**config.mk**
```make
export PLATFORM = sky130hd
export DESIGN_NAME = register_file_sb
export DESIGN_NICKNAME = d
export VERILOG_FILES = /design/src/rtl/register_file_sb.sv
export SDC_FILE = /design/constraint.sdc
export NUM_CORES = 1
export LEC_CHECK = 0
export BUFFER_PORTS_ARGS = -buffer_cell sky130_fd_sc_hd__buf_2
export CAP_MARGIN = 20
export CORE_MARGIN = 2
export CORE_UTILIZATION = 45
export DETAILED_ROUTE_END_ITERATION = 16
export PLACE_DENSITY_LB_ADDON = 0.1
export SLEW_MARGIN = 20
export SYNTH_ARGS = -nofsm -noshare
export SYNTH_HDL_FRONTEND = slang
export SYNTH_SLANG_ARGS = --single-unit
export TNS_END_PERCENT = 30
```
**constraint.sdc**
```tcl
create_clock -name clk -period 6 [get_ports clk]
set_input_delay 0 -clock clk [delete_from_list [all_inputs] [get_ports clk]]
set_output_delay 0 -clock clk [all_outputs]
set_load 0.01 [all_outputs]
```
**src/rtl/register_file_sb.sv**
```systemverilog
// register_file_sb
// Decode-stage integer register file with NUM_READ combinational read ports,
// one write port, hardwired-zero register 0 and a per-register busy
// scoreboard for the hazard unit. After reset the file is swept to zero one
// register per cycle; Ready rises once the sweep has finished.
//
// Build option: define REGFILE_BYPASS_EN to forward WriteData to a read port
// that addresses the register being written in the same cycle.

module register_file_sb #(
  parameter int WIDTH    = 32,
  parameter int DEPTH    = 32,
  parameter int NUM_READ = 2
) (
  input  logic                             clk,
  input  logic                             rst,
  input  logic                             WriteEnable,
  input  logic [$clog2(DEPTH)-1:0]         RegisterDestination,
  input  logic [WIDTH-1:0]                 WriteData,
  input  logic [NUM_READ*$clog2(DEPTH)-1:0] ReadRegisters,
  output logic [NUM_READ*WIDTH-1:0]        ReadData,
  output logic [NUM_READ-1:0]              ReadBusy,
  input  logic                             AllocEnable,
  input  logic [$clog2(DEPTH)-1:0]         AllocRegister,
  output logic                             Ready
);

  localparam int ADDR_W = $clog2(DEPTH);

  localparam logic [ADDR_W-1:0] ZERO_ADDR = {ADDR_W{1'b0}};
  localparam logic [ADDR_W-1:0] ONE_ADDR  = ADDR_W'(1);
  localparam logic [ADDR_W-1:0] LAST_ADDR = ADDR_W'(DEPTH - 1);

  typedef enum logic [0:0] {
    CLEAR = 1'b0,
    READY = 1'b1
  } state_e;

  state_e              state_r;
  state_e              state_s;
  logic [ADDR_W-1:0]   clear_ptr_r;
  logic [ADDR_W-1:0]   clear_ptr_s;
  logic [DEPTH-1:0]    busy_r;
  logic [DEPTH-1:0]    busy_s;
  logic                ready_r;

  // Register 0 is never stored: the array starts at index 1.
  logic [WIDTH-1:0]    mem_r [1:DEPTH-1];

  logic                wr_fire_s;
  logic                alloc_fire_s;
  logic                sweep_fire_s;

  logic [ADDR_W-1:0]   raddr_s;
  logic [NUM_READ*WIDTH-1:0] rdata_s;
  logic [NUM_READ-1:0] rbusy_s;

  // Qualified write/alloc/sweep strobes; nothing architectural happens in CLEAR.
  always_comb begin
    wr_fire_s    = 1'b0;
    alloc_fire_s = 1'b0;
    sweep_fire_s = 1'b0;
    if (state_r == READY) begin
      wr_fire_s    = WriteEnable && (RegisterDestination != ZERO_ADDR);
      alloc_fire_s = AllocEnable && (AllocRegister != ZERO_ADDR);
    end else begin
      sweep_fire_s = (clear_ptr_r != ZERO_ADDR);
    end
  end

  // Next-state logic for the clear sweep: walk 1..DEPTH-1, then become usable.
  always_comb begin
    state_s     = state_r;
    clear_ptr_s = clear_ptr_r;
    case (state_r)
      CLEAR: begin
        clear_ptr_s = clear_ptr_r + ONE_ADDR;
        if (clear_ptr_r == LAST_ADDR) begin
          state_s = READY;
        end else begin
          state_s = CLEAR;
        end
      end
      READY: begin
        state_s     = READY;
        clear_ptr_s = clear_ptr_r;
      end
      default: begin
        state_s     = CLEAR;
        clear_ptr_s = ONE_ADDR;
      end
    endcase
  end

  // State, sweep pointer and Ready flag; reset restarts the sweep from register 1.
  always_ff @(posedge clk) begin
    if (rst) begin
      state_r     <= CLEAR;
      clear_ptr_r <= ONE_ADDR;
      ready_r     <= 1'b0;
    end else begin
      state_r     <= state_s;
      clear_ptr_r <= clear_ptr_s;
      ready_r     <= (state_s == READY);
    end
  end

  // Scoreboard update: writeback clears, allocation sets; allocation applied
  // last so a same-cycle re-allocation keeps the register busy.
  always_comb begin
    busy_s = busy_r;
    case (state_r)
      CLEAR: begin
        busy_s = {DEPTH{1'b0}};
      end
      READY: begin
        if (wr_fire_s) begin
          busy_s[RegisterDestination] = 1'b0;
        end else begin
          busy_s = busy_s;
        end
        if (alloc_fire_s) begin
          busy_s[AllocRegister] = 1'b1;
        end else begin
          busy_s = busy_s;
        end
      end
      default: begin
        busy_s = {DEPTH{1'b0}};
      end
    endcase
    busy_s[0] = 1'b0;
  end

  // Busy bit storage; reset drops every pending producer.
  always_ff @(posedge clk) begin
    if (rst) begin
      busy_r <= {DEPTH{1'b0}};
    end else begin
      busy_r <= busy_s;
    end
  end

  // Register storage: sweep zeroes one entry per cycle, writeback stores data.
  always_ff @(posedge clk) begin
    if (rst) begin
      // Storage is not reset; the sweep that follows clears it.
    end else if (sweep_fire_s) begin
      mem_r[clear_ptr_r] <= {WIDTH{1'b0}};
    end else if (wr_fire_s) begin
      mem_r[RegisterDestination] <= WriteData;
    end
  end

  // Combinational read ports; register 0 and the whole file during CLEAR read
  // as zero and not busy.
  always_comb begin
    rdata_s = {(NUM_READ*WIDTH){1'b0}};
    rbusy_s = {NUM_READ{1'b0}};
    raddr_s = ZERO_ADDR;
    for (int i = 0; i < NUM_READ; i++) begin
      raddr_s = ReadRegisters[i*ADDR_W +: ADDR_W];
      if ((state_r != READY) || (raddr_s == ZERO_ADDR)) begin
        rdata_s[i*WIDTH +: WIDTH] = {WIDTH{1'b0}};
        rbusy_s[i]                = 1'b0;
      end
`ifdef REGFILE_BYPASS_EN
      else if (wr_fire_s && (raddr_s == RegisterDestination)) begin
        // Forward the writeback; only a same-cycle re-allocation keeps it busy.
        rdata_s[i*WIDTH +: WIDTH] = WriteData;
        rbusy_s[i]                = alloc_fire_s && (AllocRegister == raddr_s);
      end
`endif
      else begin
        rdata_s[i*WIDTH +: WIDTH] = mem_r[raddr_s];
        rbusy_s[i]                = busy_r[raddr_s];
      end
    end
  end

  assign ReadData = rdata_s;
  assign ReadBusy = rbusy_s;
  assign Ready    = ready_r;

endmodule
```
==> flow_metrics.env, run 1 <==
export IMPL_outcome="finished clean"
export IMPL_critical_path_arrival_ns=4.07
export IMPL_ios=123
export IMPL_tns_ns=0
export IMPL_start_util_pct=45.4
export IMPL_report_final_slew_viol_count=0
export IMPL_seq_area_frac_synth_pct=61.6
export IMPL_peakVddDrop_v=0.000225
export IMPL_gp_routability_congestion=0.888
export IMPL_die_w_um=336
export IMPL_finalWirelength_mm=174
export IMPL_critPathSlowestCell="nand3b_1"
export IMPL_syn_nets=3763
export IMPL_yosysWarnings=0
export IMPL_critPathTopFamily="simple AND/OR/NAND/NOR gates"
export IMPL_cts_root_buf="clkbuf_16"
export IMPL_dieArea_um2=113000
export IMPL_skew_ns=0.0220
export IMPL_setup_viol=0
export IMPL_syn_area_um2=49500
export IMPL_grt_use_total_pct=30.3
export IMPL_hold_slack_ns=0.00702
export IMPL_drive_gt1_share_pct=12.1
export IMPL_port_buffers=122
export IMPL_core_um2=109000
export IMPL_post_place_ws_ns=2.12
export IMPL_endpoint_kind="output port"
export IMPL_drtAntennaViolNets=0
export IMPL_critPathMaxStageDelay_ns=0.96
export IMPL_clk_pin_slew_ns=0.06
export IMPL_min_period_over_period_pct=67.9
export IMPL_power_per_cell_area_nw_per_um2=278
export IMPL_rrSetupSlack_ns=2.24
export IMPL_critPathBufInv=2
export IMPL_maxCapViolCount=0
export IMPL_numClockSinks=1029
export IMPL_synthCells=3704
export IMPL_crit_chain="nand3b_1, buf_4, a21oi_1, nand3_1, nand4_1, buf_2"
export IMPL_row_count=121
export IMPL_worst_slack_ns=1.93
export IMPL_vias=34788
export IMPL_period_needed_ns=4.07
export IMPL_drc=0
export IMPL_firstDrtPassIters=5
export IMPL_synth_avg_cell_area_um2=13.4
export IMPL_cts_htree_levels=3
export IMPL_wire_per_inst_um=32.8
export IMPL_post_dp_hpwl_mm=104
export IMPL_nNetsFinal=3837
export IMPL_die_h_um=336
export IMPL_worstMarginPinSlew_ns=1.19
export IMPL_cts_resized=0
export IMPL_synth_async_reset_ratio_pct=0
export IMPL_worstSetupStartpointType="flop"
export IMPL_grt_pass1_vias=34485
export IMPL_yosysUniqueCellTypes=58
export IMPL_areaGrowthSynthToFinish_pct=12.6
export IMPL_hold_viol=0
export IMPL_worstSetupPathType="flop to output port"
export IMPL_hold_path_class="primary input to flop"
export IMPL_grt_pass1_wl_mm=244
export IMPL_worstPathRequired_ns=6.00
export IMPL_worstSkewPairLatency_ns=0.71
export IMPL_cts_tree="done"
export IMPL_antenna_found_initial=6
export IMPL_timing_fmax_mhz=245
export IMPL_via_per_inst=6.58
export IMPL_synth_ff_type="edfxtp_1"
export IMPL_rsz0062_at_grt="no"
export IMPL_grt_max_degree=121
export IMPL_power_mw=15.5
export IMPL_p_leak_nw=19.2
export IMPL_grt_overflow_total=0
export IMPL_drt_initial_drc_count=3782
export IMPL_crit_fanout=25
export IMPL_cts_buffers=110
export IMPL_synth_edf_count=992
export IMPL_cts_max_path_buffers=3
export IMPL_yosys_register_bits=1029
export IMPL_max_slew_margin_rel_pct=20.8
export IMPL_fillerInstances=9156
==> cell type report <==
class | instances | area [um^2] | share of cell area (%)
clock buffer | 133 | 2860 | 5.13
clock inverter | 70 | 667 | 1.20
timing repair buffer | 248 | 1830 | 3.27
multi-input combinational | 2385 | 18100 | 32.5
sequential | 1029 | 30500 | 54.7
antenna | 6 | 15.0 | 0.0269
inverter | 4 | 15.0 | 0.0269
tap | 1414 | 1770 | 3.17
==> cells in the final DEF, fill, tap and decap left out, types with 69 or more instances in the layout <==
master / instances
buf_2: 116
nand3_1: 200
clkbuf_16: 111
o21ai_0: 71
mux2i_1: 987
a21oi_1: 218
nand4_1: 69
buf_4: 93
nor2_1: 84
nand2_1: 235
a22oi_1: 199
edfxtp_1: 992
==> per-stage QoR <==
stage	cells	cell area (um^2)	util, %
floorplan	3704	49500	-
detailed placement	5057	52000	47.7
global route	5284	55800	51.2
CTS	5283	55700	51.1
finish	5289	55800	51.2
global placement	5051	51800	47.5
==> sequential cells by signal, indices dropped and copies added (netlist names) <==
name / count
mem_r: 992
clear_ptr_r: 5
busy_r: 31
Ready: 1
==> kinds of logic after synthesis <==
kind of cell | count (synthesis) | synth area share (%)
xor gates and xnor gates | 3 | 0.0530
and+or+nand+nor | 725 | 7.10
buffers and inverters | 290 | 2.63
AOI/OAI and AO/OA | 661 | 8.38
adders and majority gates | 3 | 0.0758
DFF | 1029 | 61.6
muxes | 993 | 20.1
==> synthesized netlist by cell type, types with 64 or more instances <==
cell | number | area [um^2]
clkbuf_1 | 137 | 514
nand3_1 | 202 | 1010
o21ai_0 | 71 | 355
o22ai_1 | 64 | 400
nand4_1 | 69 | 432
mux2i_1 | 987 | 9880
a22oi_1 | 199 | 1490
nor2_1 | 90 | 338
a21oi_1 | 218 | 1090
buf_2 | 125 | 626
a211oi_1 | 64 | 480
edfxtp_1 | 992 | 29800
nand2_1 | 235 | 882
==> path summary, 6_finish.rpt <==
path	startpoint	to	cells past startpoint
min	WriteData[23]	mem_r[20][23]	2
max reg2reg	Ready	mem_r[12][10]	4
max	Ready	ReadData[3]	6
min reg2reg	busy_r[26]	busy_r[26]	2
==> routing by layer <==
layer	GRT usage, %	wire (um)
met5	0	0
met4	13.0	7350
met3	5.84	15500
met2	48.2	80200
met1	40.4	70400
==> where the power goes <==
part	leakage, nW	switching (mW)	total (mW)	internal, mW
registers	7.94	0.0320	7.86	7.83
logic	9.59	0.639	0.941	0.302
clock network	1.72	2.85	6.71	3.86
==> repair_timing <==
| action | in CTS | in global routing |
|---|---|---|
| hold buffers | 23 | 0 |
| setup buffers | 0 | 0 |
| hold endpoints to repair | 161 | 0 |
(Power assumes the default switching activity.)
==> run 2: changes to the inputs <==
Clock period 6 ns to 3.7 ns, I/O delays scaled along.
==> flow_metrics.env, run 2 (same netlist as run 1, synthesis figures left out) <==
export IMPL_drc=0
export IMPL_period_needed_ns=3.33
export IMPL_worstMarginPinSlew_ns=1.21
export IMPL_final_cell_mix="edfxtp_1, mux2i_1, nand2_1"
export IMPL_hp_start="rst"
export IMPL_critPathMostFrequentCell="buf_4"
export IMPL_drive_gt1_share_pct=13.6
export IMPL_reg_top3="mem_r: 992 flops, busy_r: 31 flops, clear_ptr_r: 5 flops"
export IMPL_p_leak_nw=19.8
export IMPL_worstSkewPairLatency_ns=0.71
export IMPL_cts_root_buf="clkbuf_16"
export IMPL_outcome="finished clean"
export IMPL_gp_routability_congestion=0.905
export IMPL_vias=35253
export IMPL_core_um2=109000
export IMPL_p_switching_mw=5.88
export IMPL_areaGrowthSynthToFinish_pct=15.0
export IMPL_p_comb_share_pct=5.9
export IMPL_via_per_inst=6.54
export IMPL_clk_pin_slew_ns=0.06
export IMPL_postCtsSetupRepairBufs=0
export IMPL_endpoint_kind="output port"
export IMPL_clkPwrFrac_pct=45.1
export IMPL_grt_pass1_wl_mm=252
export IMPL_drtAntennaViolNets=0
export IMPL_top_register="mem_r"
export IMPL_skew_ns=0.0238
export IMPL_peakVddDrop_v=0.000367
export IMPL_dieArea_um2=113000
export IMPL_port_buffers=122
export IMPL_worstSetupPathType="flop to output port"
export IMPL_cts_tree="done"
export IMPL_grt_overflow_total=0
export IMPL_timing_rr_start="Ready"
export IMPL_hold_path_class="primary input to flop"
export IMPL_start_util_pct=45.4
export IMPL_critPathMaxStageDelay_ns=0.59
export IMPL_finalWirelength_mm=178
export IMPL_swShare_pct=22.6
export IMPL_cts_buffers=114
export IMPL_report_final_slew_viol_count=0
export IMPL_critPathSlowestCell="nand3_2"
export IMPL_die_w_um=336
export IMPL_die_h_um=336
export IMPL_drt_initial_drc_count=4057
export IMPL_r2r_end="busy_r[25]"
export IMPL_internal_power_mw=20.1
export IMPL_grt_use_total_pct=31.2
export IMPL_cts_max_path_buffers=3
export IMPL_worstPathRequired_ns=3.70
export IMPL_cts_htree_levels=3
export IMPL_worstSetupStartpointType="flop"
export IMPL_crit_fanout=24
export IMPL_crit_chain="buf_4, nand3_2, buf_4, a21oi_1, nand3_1, nand4_1, buf_2"
export IMPL_setup_viol=0
export IMPL_cts_resized=0
export IMPL_reg2regPathDepth=7
export IMPL_final_common_cell="edfxtp_1"
export IMPL_largest_reg_flops=992
export IMPL_power_mw=26.0
export IMPL_min_path_cells=3
export IMPL_final_util_pct=52.2
export IMPL_grt_max_degree=107
export IMPL_nNetsFinal=3934
export IMPL_seqPwrFrac_pct=49.0
export IMPL_hold_slack_ns=0.192
export IMPL_max_slew_margin_rel_pct=19.2
export IMPL_timing_fmax_mhz=300
export IMPL_row_count=121
export IMPL_grt_pass1_vias=34913
export IMPL_rsz0062_at_grt="no"
export IMPL_power_per_cell_area_nw_per_um2=457
export IMPL_antenna_found_initial=3
export IMPL_tns_ns=0
export IMPL_ios=123
export IMPL_firstDrtPassIters=5
export IMPL_whs_endpoint="clear_ptr_r[1]"
export IMPL_numClockSinks=1029
export IMPL_post_dp_hpwl_mm=109
export IMPL_min_period_over_period_pct=90.1
export IMPL_hold_viol=0
export IMPL_rrSetupSlack_ns=0.78
export IMPL_critical_path_arrival_ns=3.33
export IMPL_wire_per_inst_um=33.1
export IMPL_maxCapViolCount=0
## run 2: timing repair
action / 4_1_cts / 5_1_grt
endpoints found under the hold margin: 1026 / 0
hold buffers: 56 / 0
setup endpoints to repair: 0 / 0
## run 2: layout make-up
type                    instances  area [um^2]
diodes                          2         5.00
inverters                       4         15.0
flip-flops and latches       1029        30500
fillers                      9030        52000
clock inverters                76          817
clock buffers                 139         3060
well taps                    1414         1770
repair buffers                341         2640
multi-input cells            2385        18100
## run 2: worst max-delay path, delay by kind of cell, from the launching register on
family                 cells  cell delay, ns
AND/OR/NAND/NOR            3            1.15
AO/OA/AOI/OAI              1            0.17
buffers and inverters      3            0.96
flip-flops                 1            0.33
## run 2: power by group through the flow
stage,clock [mW],sequential (mW),combinational (mW)
2_1_floorplan,0,13.0,0.910
3_3_place_gp,0,13.0,1.45
3_5_place_dp,0,13.0,1.47
4_1_cts,11.9,12.7,1.51
5_1_grt,12.3,12.8,1.58
6_report,11.7,12.7,1.54
## run 2: per-stage QoR
step / worst slack [ns] / area, um^2 / instances
finish: 0.366 / 57000 / 5390
floorplan: -1.27 / 49600 / 3704
global placement: 0.886 / 52500 / 5117
detailed placement: 0.853 / 52500 / 5117
global route: 0.324 / 56900 / 5388
CTS: 0.450 / 56900 / 5388
## run 2: how the worst max path moves through the flow
stage                               from           end  cells past startpoint
final                              Ready  ReadData[54]                      7
after global routing               Ready  ReadData[54]                      7
after CTS                          Ready  ReadData[55]                      5
after detailed placement           Ready  mem_r[4][12]                      6
after global placement    clear_ptr_r[1]  mem_r[9][18]                      7
after floorplan                    Ready  mem_r[14][0]                      4
## run 2: routing by layer
layer,global-route usage [%],wire [um],vias to the layer above,part of all wire [%]
li1,-,-,14846,-
met1,41.2,72000,18071,40
met2,50.2,82900,1898,46
met3,5.83,14800,436,8.3
met4,13.9,8580,2,4.8
met5,0,14,-,0.0079
